## src/rtl/mem_access_unit_if.sv

```systemverilog
// Bundles the controller strobes, memory handshake and capture registers of the memory-access stage.
// master = the access unit; slave = controller + memory side.
interface mem_access_unit_if #(
   parameter int ADDR_W = 32,
   parameter int DATA_W = 32
);
   logic              MemRead;
   logic              MemWrite;
   logic              IorD;
   logic              IRWrite;
   logic [ADDR_W-1:0] PC;
   logic [ADDR_W-1:0] ALUOut;
   logic [DATA_W-1:0] WriteData;
   logic              mem_req;
   logic              mem_we;
   logic [ADDR_W-1:0] mem_addr;
   logic [DATA_W-1:0] mem_wdata;
   logic [DATA_W-1:0] mem_rdata;
   logic              mem_ack;
   logic [DATA_W-1:0] IR;
   logic [DATA_W-1:0] MDR;
   logic              MemBusy;
   logic              MemDone;
   logic              MemErr;

   modport master (
      input  MemRead, MemWrite, IorD, IRWrite, PC, ALUOut, WriteData,
      input  mem_rdata, mem_ack,
      output mem_req, mem_we, mem_addr, mem_wdata,
      output IR, MDR, MemBusy, MemDone, MemErr
   );

   modport slave (
      output MemRead, MemWrite, IorD, IRWrite, PC, ALUOut, WriteData,
      output mem_rdata, mem_ack,
      input  mem_req, mem_we, mem_addr, mem_wdata,
      input  IR, MDR, MemBusy, MemDone, MemErr
   );
endinterface

```

## src/rtl/mem_access_unit.sv

```systemverilog
// Memory-access stage: address select, wait-state handshake with timeout, IR/MDR capture.
// The controller stalls on MemBusy; MemDone pulses for the single DONE cycle.
module mem_access_unit #(
   parameter int ADDR_W  = 32,
   parameter int DATA_W  = 32,
   parameter int TIMEOUT = 255
) (
   input  logic               clk,
   input  logic               rst,
   mem_access_unit_if.master  bus
);
   typedef enum logic [1:0] {IDLE = 2'd0, WAIT = 2'd1, DONE = 2'd2} state_t;

   // Timeout fires on the edge where the counter already holds TIMEOUT-1.
   localparam logic [7:0] TO_LAST = 8'(TIMEOUT - 1);

   state_t            state_q, state_d;
   logic [7:0]        cnt_q, cnt_d;
   logic [ADDR_W-1:0] addr_q, addr_d;
   logic              we_q, we_d;
   logic [DATA_W-1:0] wdata_q, wdata_d;
   logic              ir_sel_q, ir_sel_d;
   logic [DATA_W-1:0] ir_q, ir_d;
   logic [DATA_W-1:0] mdr_q, mdr_d;
   logic              err_q, err_d;
   logic [ADDR_W-1:0] sel_addr;

   always_ff @(posedge clk or posedge rst) begin
      if (rst) begin
         state_q  <= IDLE;
         cnt_q    <= '0;
         addr_q   <= '0;
         we_q     <= 1'b0;
         wdata_q  <= '0;
         ir_sel_q <= 1'b0;
         ir_q     <= '0;
         mdr_q    <= '0;
         err_q    <= 1'b0;
      end else begin
         state_q  <= state_d;
         cnt_q    <= cnt_d;
         addr_q   <= addr_d;
         we_q     <= we_d;
         wdata_q  <= wdata_d;
         ir_sel_q <= ir_sel_d;
         ir_q     <= ir_d;
         mdr_q    <= mdr_d;
         err_q    <= err_d;
      end
   end

   always_comb begin
      state_d  = state_q;
      cnt_d    = cnt_q;
      addr_d   = addr_q;
      we_d     = we_q;
      wdata_d  = wdata_q;
      ir_sel_d = ir_sel_q;
      ir_d     = ir_q;
      mdr_d    = mdr_q;
      err_d    = err_q;
      sel_addr = bus.IorD ? bus.ALUOut : bus.PC;
      case (state_q)
         IDLE: begin
            if (bus.MemRead && bus.MemWrite) begin
               err_d = 1'b1;
            end else if (bus.MemRead || bus.MemWrite) begin
               if (sel_addr[1:0] != 2'b00) begin
                  err_d = 1'b1;
               end else begin
                  addr_d   = sel_addr;
                  we_d     = bus.MemWrite;
                  wdata_d  = bus.WriteData;
                  ir_sel_d = bus.IRWrite & bus.MemRead & ~bus.IorD;
                  cnt_d    = '0;
                  state_d  = WAIT;
               end
            end
         end
         WAIT: begin
            // Ack is tested first so it wins over a coincident timeout.
            if (bus.mem_ack) begin
               if (!we_q) begin
                  mdr_d = bus.mem_rdata;
                  if (ir_sel_q) ir_d = bus.mem_rdata;
               end
               cnt_d   = '0;
               state_d = DONE;
            end else if (cnt_q == TO_LAST) begin
               cnt_d   = '0;
               err_d   = 1'b1;
               state_d = IDLE;
            end else begin
               cnt_d = cnt_q + 8'd1;
            end
         end
         DONE:    state_d = IDLE;
         default: state_d = IDLE;
      endcase
   end

   // mem_req follows the state so an asynchronous reset drops it at once.
   always_comb begin
      bus.mem_req   = (state_q == WAIT);
      bus.MemBusy   = (state_q != IDLE);
      bus.MemDone   = (state_q == DONE);
      bus.mem_we    = we_q;
      bus.mem_addr  = addr_q;
      bus.mem_wdata = wdata_q;
      bus.IR        = ir_q;
      bus.MDR       = mdr_q;
      bus.MemErr    = err_q;
   end
endmodule
```

## src/flat_wrapper.sv

```systemverilog
// flat-port wrapper written by rule: the top's interface ports become plain ports
module mem_access_unit_flat 
#(
   parameter int ADDR_W  = 32,
   parameter int DATA_W  = 32,
   parameter int TIMEOUT = 255
)
  (clk, rst, bus_MemRead, bus_MemWrite, bus_IorD, bus_IRWrite, bus_PC, bus_ALUOut, bus_WriteData, bus_mem_rdata, bus_mem_ack, bus_mem_req, bus_mem_we, bus_mem_addr, bus_mem_wdata, bus_IR, bus_MDR, bus_MemBusy, bus_MemDone, bus_MemErr);
  mem_access_unit_if #(.ADDR_W(ADDR_W), .DATA_W(DATA_W)) bus_i ();
  input  logic clk;
  input  logic rst;
  input wire logic [$bits(bus_i.MemRead)-1:0] bus_MemRead;
  input wire logic [$bits(bus_i.MemWrite)-1:0] bus_MemWrite;
  input wire logic [$bits(bus_i.IorD)-1:0] bus_IorD;
  input wire logic [$bits(bus_i.IRWrite)-1:0] bus_IRWrite;
  input wire logic [$bits(bus_i.PC)-1:0] bus_PC;
  input wire logic [$bits(bus_i.ALUOut)-1:0] bus_ALUOut;
  input wire logic [$bits(bus_i.WriteData)-1:0] bus_WriteData;
  input wire logic [$bits(bus_i.mem_rdata)-1:0] bus_mem_rdata;
  input wire logic [$bits(bus_i.mem_ack)-1:0] bus_mem_ack;
  output wire logic [$bits(bus_i.mem_req)-1:0] bus_mem_req;
  output wire logic [$bits(bus_i.mem_we)-1:0] bus_mem_we;
  output wire logic [$bits(bus_i.mem_addr)-1:0] bus_mem_addr;
  output wire logic [$bits(bus_i.mem_wdata)-1:0] bus_mem_wdata;
  output wire logic [$bits(bus_i.IR)-1:0] bus_IR;
  output wire logic [$bits(bus_i.MDR)-1:0] bus_MDR;
  output wire logic [$bits(bus_i.MemBusy)-1:0] bus_MemBusy;
  output wire logic [$bits(bus_i.MemDone)-1:0] bus_MemDone;
  output wire logic [$bits(bus_i.MemErr)-1:0] bus_MemErr;
  assign bus_i.MemRead = bus_MemRead;
  assign bus_i.MemWrite = bus_MemWrite;
  assign bus_i.IorD = bus_IorD;
  assign bus_i.IRWrite = bus_IRWrite;
  assign bus_i.PC = bus_PC;
  assign bus_i.ALUOut = bus_ALUOut;
  assign bus_i.WriteData = bus_WriteData;
  assign bus_i.mem_rdata = bus_mem_rdata;
  assign bus_i.mem_ack = bus_mem_ack;
  assign bus_mem_req = bus_i.mem_req;
  assign bus_mem_we = bus_i.mem_we;
  assign bus_mem_addr = bus_i.mem_addr;
  assign bus_mem_wdata = bus_i.mem_wdata;
  assign bus_IR = bus_i.IR;
  assign bus_MDR = bus_i.MDR;
  assign bus_MemBusy = bus_i.MemBusy;
  assign bus_MemDone = bus_i.MemDone;
  assign bus_MemErr = bus_i.MemErr;
  mem_access_unit #(.ADDR_W(ADDR_W), .DATA_W(DATA_W), .TIMEOUT(TIMEOUT)) u_core (.clk(clk), .rst(rst), .bus(bus_i));
endmodule
```

## config.mk

```make
export PLATFORM = sky130hd
export DESIGN_NAME = mem_access_unit_flat
export DESIGN_NICKNAME = d
export VERILOG_FILES = /design/src/rtl/mem_access_unit_if.sv /design/src/rtl/mem_access_unit.sv /design/src/flat_wrapper.sv
export SDC_FILE = /design/constraint.sdc
export NUM_CORES = 1
export LEC_CHECK = 0
export CORE_MARGIN = 2
export CORE_UTILIZATION = 40
export DETAILED_ROUTE_END_ITERATION = 7
export PLACE_DENSITY = 0.79
export SYNTH_ARGS = -nofsm -noshare
export SYNTH_HDL_FRONTEND = slang
export SYNTH_SLANG_ARGS = --single-unit
```

## constraint.sdc

```tcl
create_clock -name clk -period 14.07 [get_ports clk]
set_input_delay 2.814 -clock clk [delete_from_list [all_inputs] [get_ports clk]]
set_output_delay 2.814 -clock clk [all_outputs]
set_load 0.05 [all_outputs]
```

After elaboration in Yosys (flattened, before gate mapping)
Index checks and enable logic that the tools add are counted.

Flip-flop bits (word level): 141. Input port bits: 135. Output and inout bits: 133.

Add/subtract/negate cells: 1. Eq/ne operators: 11. Mux-type cells: 19. Bitwise operators: 6. Reductions and logical operators: 12.

Operators by type and width (number): 8-bit 2-to-1 mux (5); 32-bit 2-to-1 mux (1); 8-bit case mux with 2 select lines (1); 4-bit AND reduction (4); 2-bit 2-to-1 mux (5); 8-bit by 1-bit adder with 8-bit output, second input constant (1); 8-bit == test, second input constant (1); 2-bit != test, second input constant (3); 3-bit by 1-bit != test with 1-bit output, second input constant (2); 2-bit nonzero test (3); 1-bit 2-to-1 mux (5); 5-bit AND reduction (1); 2-bit by 1-bit != test with 1-bit output, second input constant (2); 1-bit NOT (4); 2-bit case mux with 2 select lines (1); 3-bit by 2-bit != test with 1-bit output, second input constant (1); 3-bit AND reduction (1); 1-bit AND (2); 2-bit by 1-bit == test with 1-bit output, second input constant (1); 2-bit == test, second input constant (1); 2-bit zero test (1); 1-bit case mux with 2 select lines (1); 1-bit logical AND (1); 1-bit logical OR (1).

Depth between registers and ports, before layout
Depth in word-level cells: 6. Depth in mapped cells: 7. Depth with buffers taken out: 6.

Worst setup path before layout
OpenSTA, ideal clock, no wires.

Path kind: input-to-reg. Start point: input bus_IorD. End point: register u_core.wdata_q[10] (netlist: u_core.bus.mem_wdata[10]). Library setup time: 125 ps. Arrival time: 3948 ps. Data required time: 13945 ps. Setup slack: 9997 ps. Stages: 5. Cells stage by stage: buf_2 nor3b_2 o211ai_2 buf_2 mux2_2.

Cells in the longest elaborated chain, start to end: 4.

Ends and longest elaborated chain: start, declared (RTL line flat_wrapper.sv:14) `input wire logic [$bits(bus_i.IorD)-1:0] bus_IorD;`; 32-bit 2-to-1 mux (RTL line mem_access_unit.sv:62) `sel_addr = bus.IorD ? bus.ALUOut : bus.PC;`; 2-bit nonzero test (RTL line mem_access_unit.sv:68) `if (sel_addr[1:0] != 2'b00) begin`; 1-bit NOT (no line); 4-bit AND reduction (no line); end signal, assigned (RTL line mem_access_unit.sv:44) `wdata_q <= wdata_d;`; end, declared (RTL line mem_access_unit.sv:21) `logic [DATA_W-1:0] wdata_q, wdata_d;`.

No other way between the ends. A chain may end at the register's enable or synchronous reset.

Final worst setup path
Start point: register u_core.state_q[0]. End point: output bus_MemBusy.

Cells in the longest elaborated chain, start to end: 1.

Ends and longest elaborated chain: start, declared (RTL line mem_access_unit.sv:17) `state_t state_q, state_d;`; start signal, assigned (RTL line mem_access_unit.sv:40) `state_q <= state_d;`; 2-bit nonzero test (RTL line mem_access_unit.sv:105) `bus.MemBusy = (state_q != IDLE);`; end, declared (RTL line flat_wrapper.sv:27) `output wire logic [$bits(bus_i.MemBusy)-1:0] bus_MemBusy;`.

No other way between the ends.

==> flow_metrics.tcl <==
set metrics [dict create \
    numCtsBuffers 17 \
    max_freq_mhz 207 \
    ctsLongestPathBuffers 2 \
    num_rows 43 \
    vias 4274 \
    die_h_um 124 \
    postCtsHoldBufs 0 \
    yosysWarnings 0 \
    diodes 0 \
    area.sequential_um2 3530 \
    drv_cap 0 \
    pin_count 268 \
    finalClockSkew_ps 5.36 \
    ant_nets 0 \
    synth-simple-area-share 0.0615 \
    tns_ps 0 \
    yosysMostFrequentCell "dfrtp_1" \
    relSlewSlack 0.292 \
    synth.distinct_cells 40 \
    cts_resized 0 \
    portBuffers 267 \
    critPathCaptureType "primary output" \
    r2r_cells 5 \
    yosysTopAreaCellShare 0.615 \
    worstPathMaxFanout 4 \
    synth_mux_area_frac 0.241 \
    grtUsageTotal 0.191 \
    worstMarginPinSlew_ps 1060 \
    drive_gt1_frac 0.156 \
    synth_area_leader_cell "dfrtp_1" \
    synth_edf_count 0 \
    dieArea_um2 15300 \
    clock_latency_ps 400 \
    grt_max_degree 98 \
    crit_chain "nor2_1 -> inv_1 -> clkdlybuf4s50_1" \
    chipWidth_um 124 \
    period_needed_ps 4830 \
    netlist_top_cells_area "dfrtp_1 (61%), mux2_2 (13%), mux2_1 (5.9%), mux2i_1 (5.2%), o21ai_0 (3.0%)" \
    p_leak_uw 0.00406 \
    fillCellCount 1021 \
    hold_violations 0 \
    via_per_inst 4.87 \
    p_per_area_nw_per_um2 227 \
    grt_setup_unrepaired "false" \
    ir_drop_v 0.000101 \
    ys_seq_area_frac 0.615 \
    synth_top_family_by_area "multiplexers" \
    drc 0 \
    setup_violations 0 \
    nets 823 \
    netlist_top_cells_count "dfrtp_1 (141), mux2_2 (66), nand2_1 (36), o21ai_0 (34)" \
    max_stage_delay_ps 720 \
    gr-total-overflow 0 \
    dr.pass1.iters 6 \
    gp_congestion 0.752 \
    cts_setup_buffers 0 \
    synth_fa_ha_area_frac 0.00436 \
    grt_pass1_wl_mm 22.2 \
    coreArea_um2 13900 \
    grt_pass1_vias 4559 \
    ys_ff_latch 141 \
    synth.avg_cell_area_um2 13.8 \
    async_reset_ff_frac 1.00 \
    area_growth_syn_to_layout_pct 60.4 \
    crit_path_start_kind "register" \
    synth-xor-area-share 0.00153 \
    start_util 0.412 \
    worstHoldPathType "register to register" \
    wire_per_inst_um 16.4 \
    cp.required_ps 11260 \
    critPathArrivalTime_ps 2020 \
    cts.sinks 141 \
    wirelength_mm 14.4 \
    synth_ff_type "dfrtp_1" \
    timing.final.crit_share 0.343 \
    hold_depth 2 \
    whs_ps 479 \
    clk_pin_slew_worst_paths_ps 60 \
    synth_compound_area_frac 0.0558 \
    maxSlewViolCount 0 \
    antenna_found_initial 0 \
    drtIter0Drc 184 \
    multiInputGateArea_um2 2100 \
    worstSetupPathType "register to primary output" \
    syn_nets 554 \
    status "finished clean" \
    dp_hpwl_mm 10.8 \
    synthesis.area_um2 5740 \
    netlist_instances 417 \
    cts_max_level 4 \
    critPathSlowestCell "clkdlybuf4s50_1" \
    cts_root_buffer "clkbuf_16" \
    cts_tree "yes" \
]
final cells by class:
cell class              instances  share of cell area
clock buffers                  20              0.0474
clock inverters                11              0.0209
inverters                       6             0.00299
multi-input cells             249               0.228
flip-flops and latches        141               0.383
well taps                     180              0.0245
repair buffers                271               0.293
critical path: cells and delay by family, from the launching register on:
family	cells	cell delay [ps]
DFF	1	430
buffers and inverters	2	850
and+or+nand+nor	1	320
where the power goes:
| group | internal [µW] | leakage [µW] | switching, µW |
|---|---|---|---|
| logic | 352 | 0.00200 | 640 |
| registers | 546 | 0.00177 | 79.0 |
| clock network | 313 | 0.000300 | 161 |
| total | 1210 | 0.00406 | 880 |
logic make-up (layout without fill, tap and decap cells):
group                      Yosys count  in the layout
AOI/OAI and AO/OA                   51             51
xor gates and xnor gates             1              1
adders and majority gates            2              2
buffers and inverters               27            308
DFF                                141            141
muxes                              126            126
and+or+nand+nor                     69             69
state kept, by name (all words and copies together) (netlist names):
signal and count:
u_core.bus.IR 32, u_core.bus.MemErr 1, u_core.state_q 2, u_core.bus.mem_we 1, u_core.bus.mem_addr 32, u_core.ir_sel_q 1, u_core.cnt_q 8, u_core.bus.mem_wdata 32
u_core.bus.MDR 32
per-layer routing:
metal / global-route usage / wire length, µm / vias to the layer above
met2: 0.331 / 7260 / 190
met5: 0 / 0 / -
met4: 0.0874 / 424 / 0
met1: 0.211 / 5470 / 2046
met3: 0.0646 / 1250 / 27
li1: - / - / 2011
path summary, 6_finish.rpt:
path,to,startpoint,slack [ps]
max in group asynchronous,u_core.bus.MDR[19],rst,9780
max,bus_MemBusy,u_core.state_q[0],9240
min reg2reg,u_core.bus.mem_addr[10],u_core.bus.mem_addr[10],480
max reg2reg,u_core.bus.IR[28],u_core.state_q[1],11660
min,u_core.bus.mem_addr[10],u_core.bus.mem_addr[10],480
min in group asynchronous,u_core.bus.mem_wdata[5],rst,2830
per-stage QoR:
stage	cell area (µm²)	std cells	utilization	power, µW	worst slack, ps
after floorplan	5740	417	-	1250	7470
after global placement	8580	847	0.615	1610	8940
after detailed placement	8580	847	0.615	1630	8890
after CTS	9210	878	0.661	2110	9220
after global routing	9210	878	0.661	2180	9160
final	9210	878	0.661	2090	9240
placed cells by master, fill, tap and decap left out, types with 6 or more instances in the layout:
cell	instances
nor2_1	6
clkbuf_16	17
mux2_2	66
mux2_1	30
o21ai_0	34
nand2_1	36
clkdlybuf4s50_1	266
mux2i_1	30
dfrtp_1	141
Note: power is estimated with default switching activity, not from simulation.
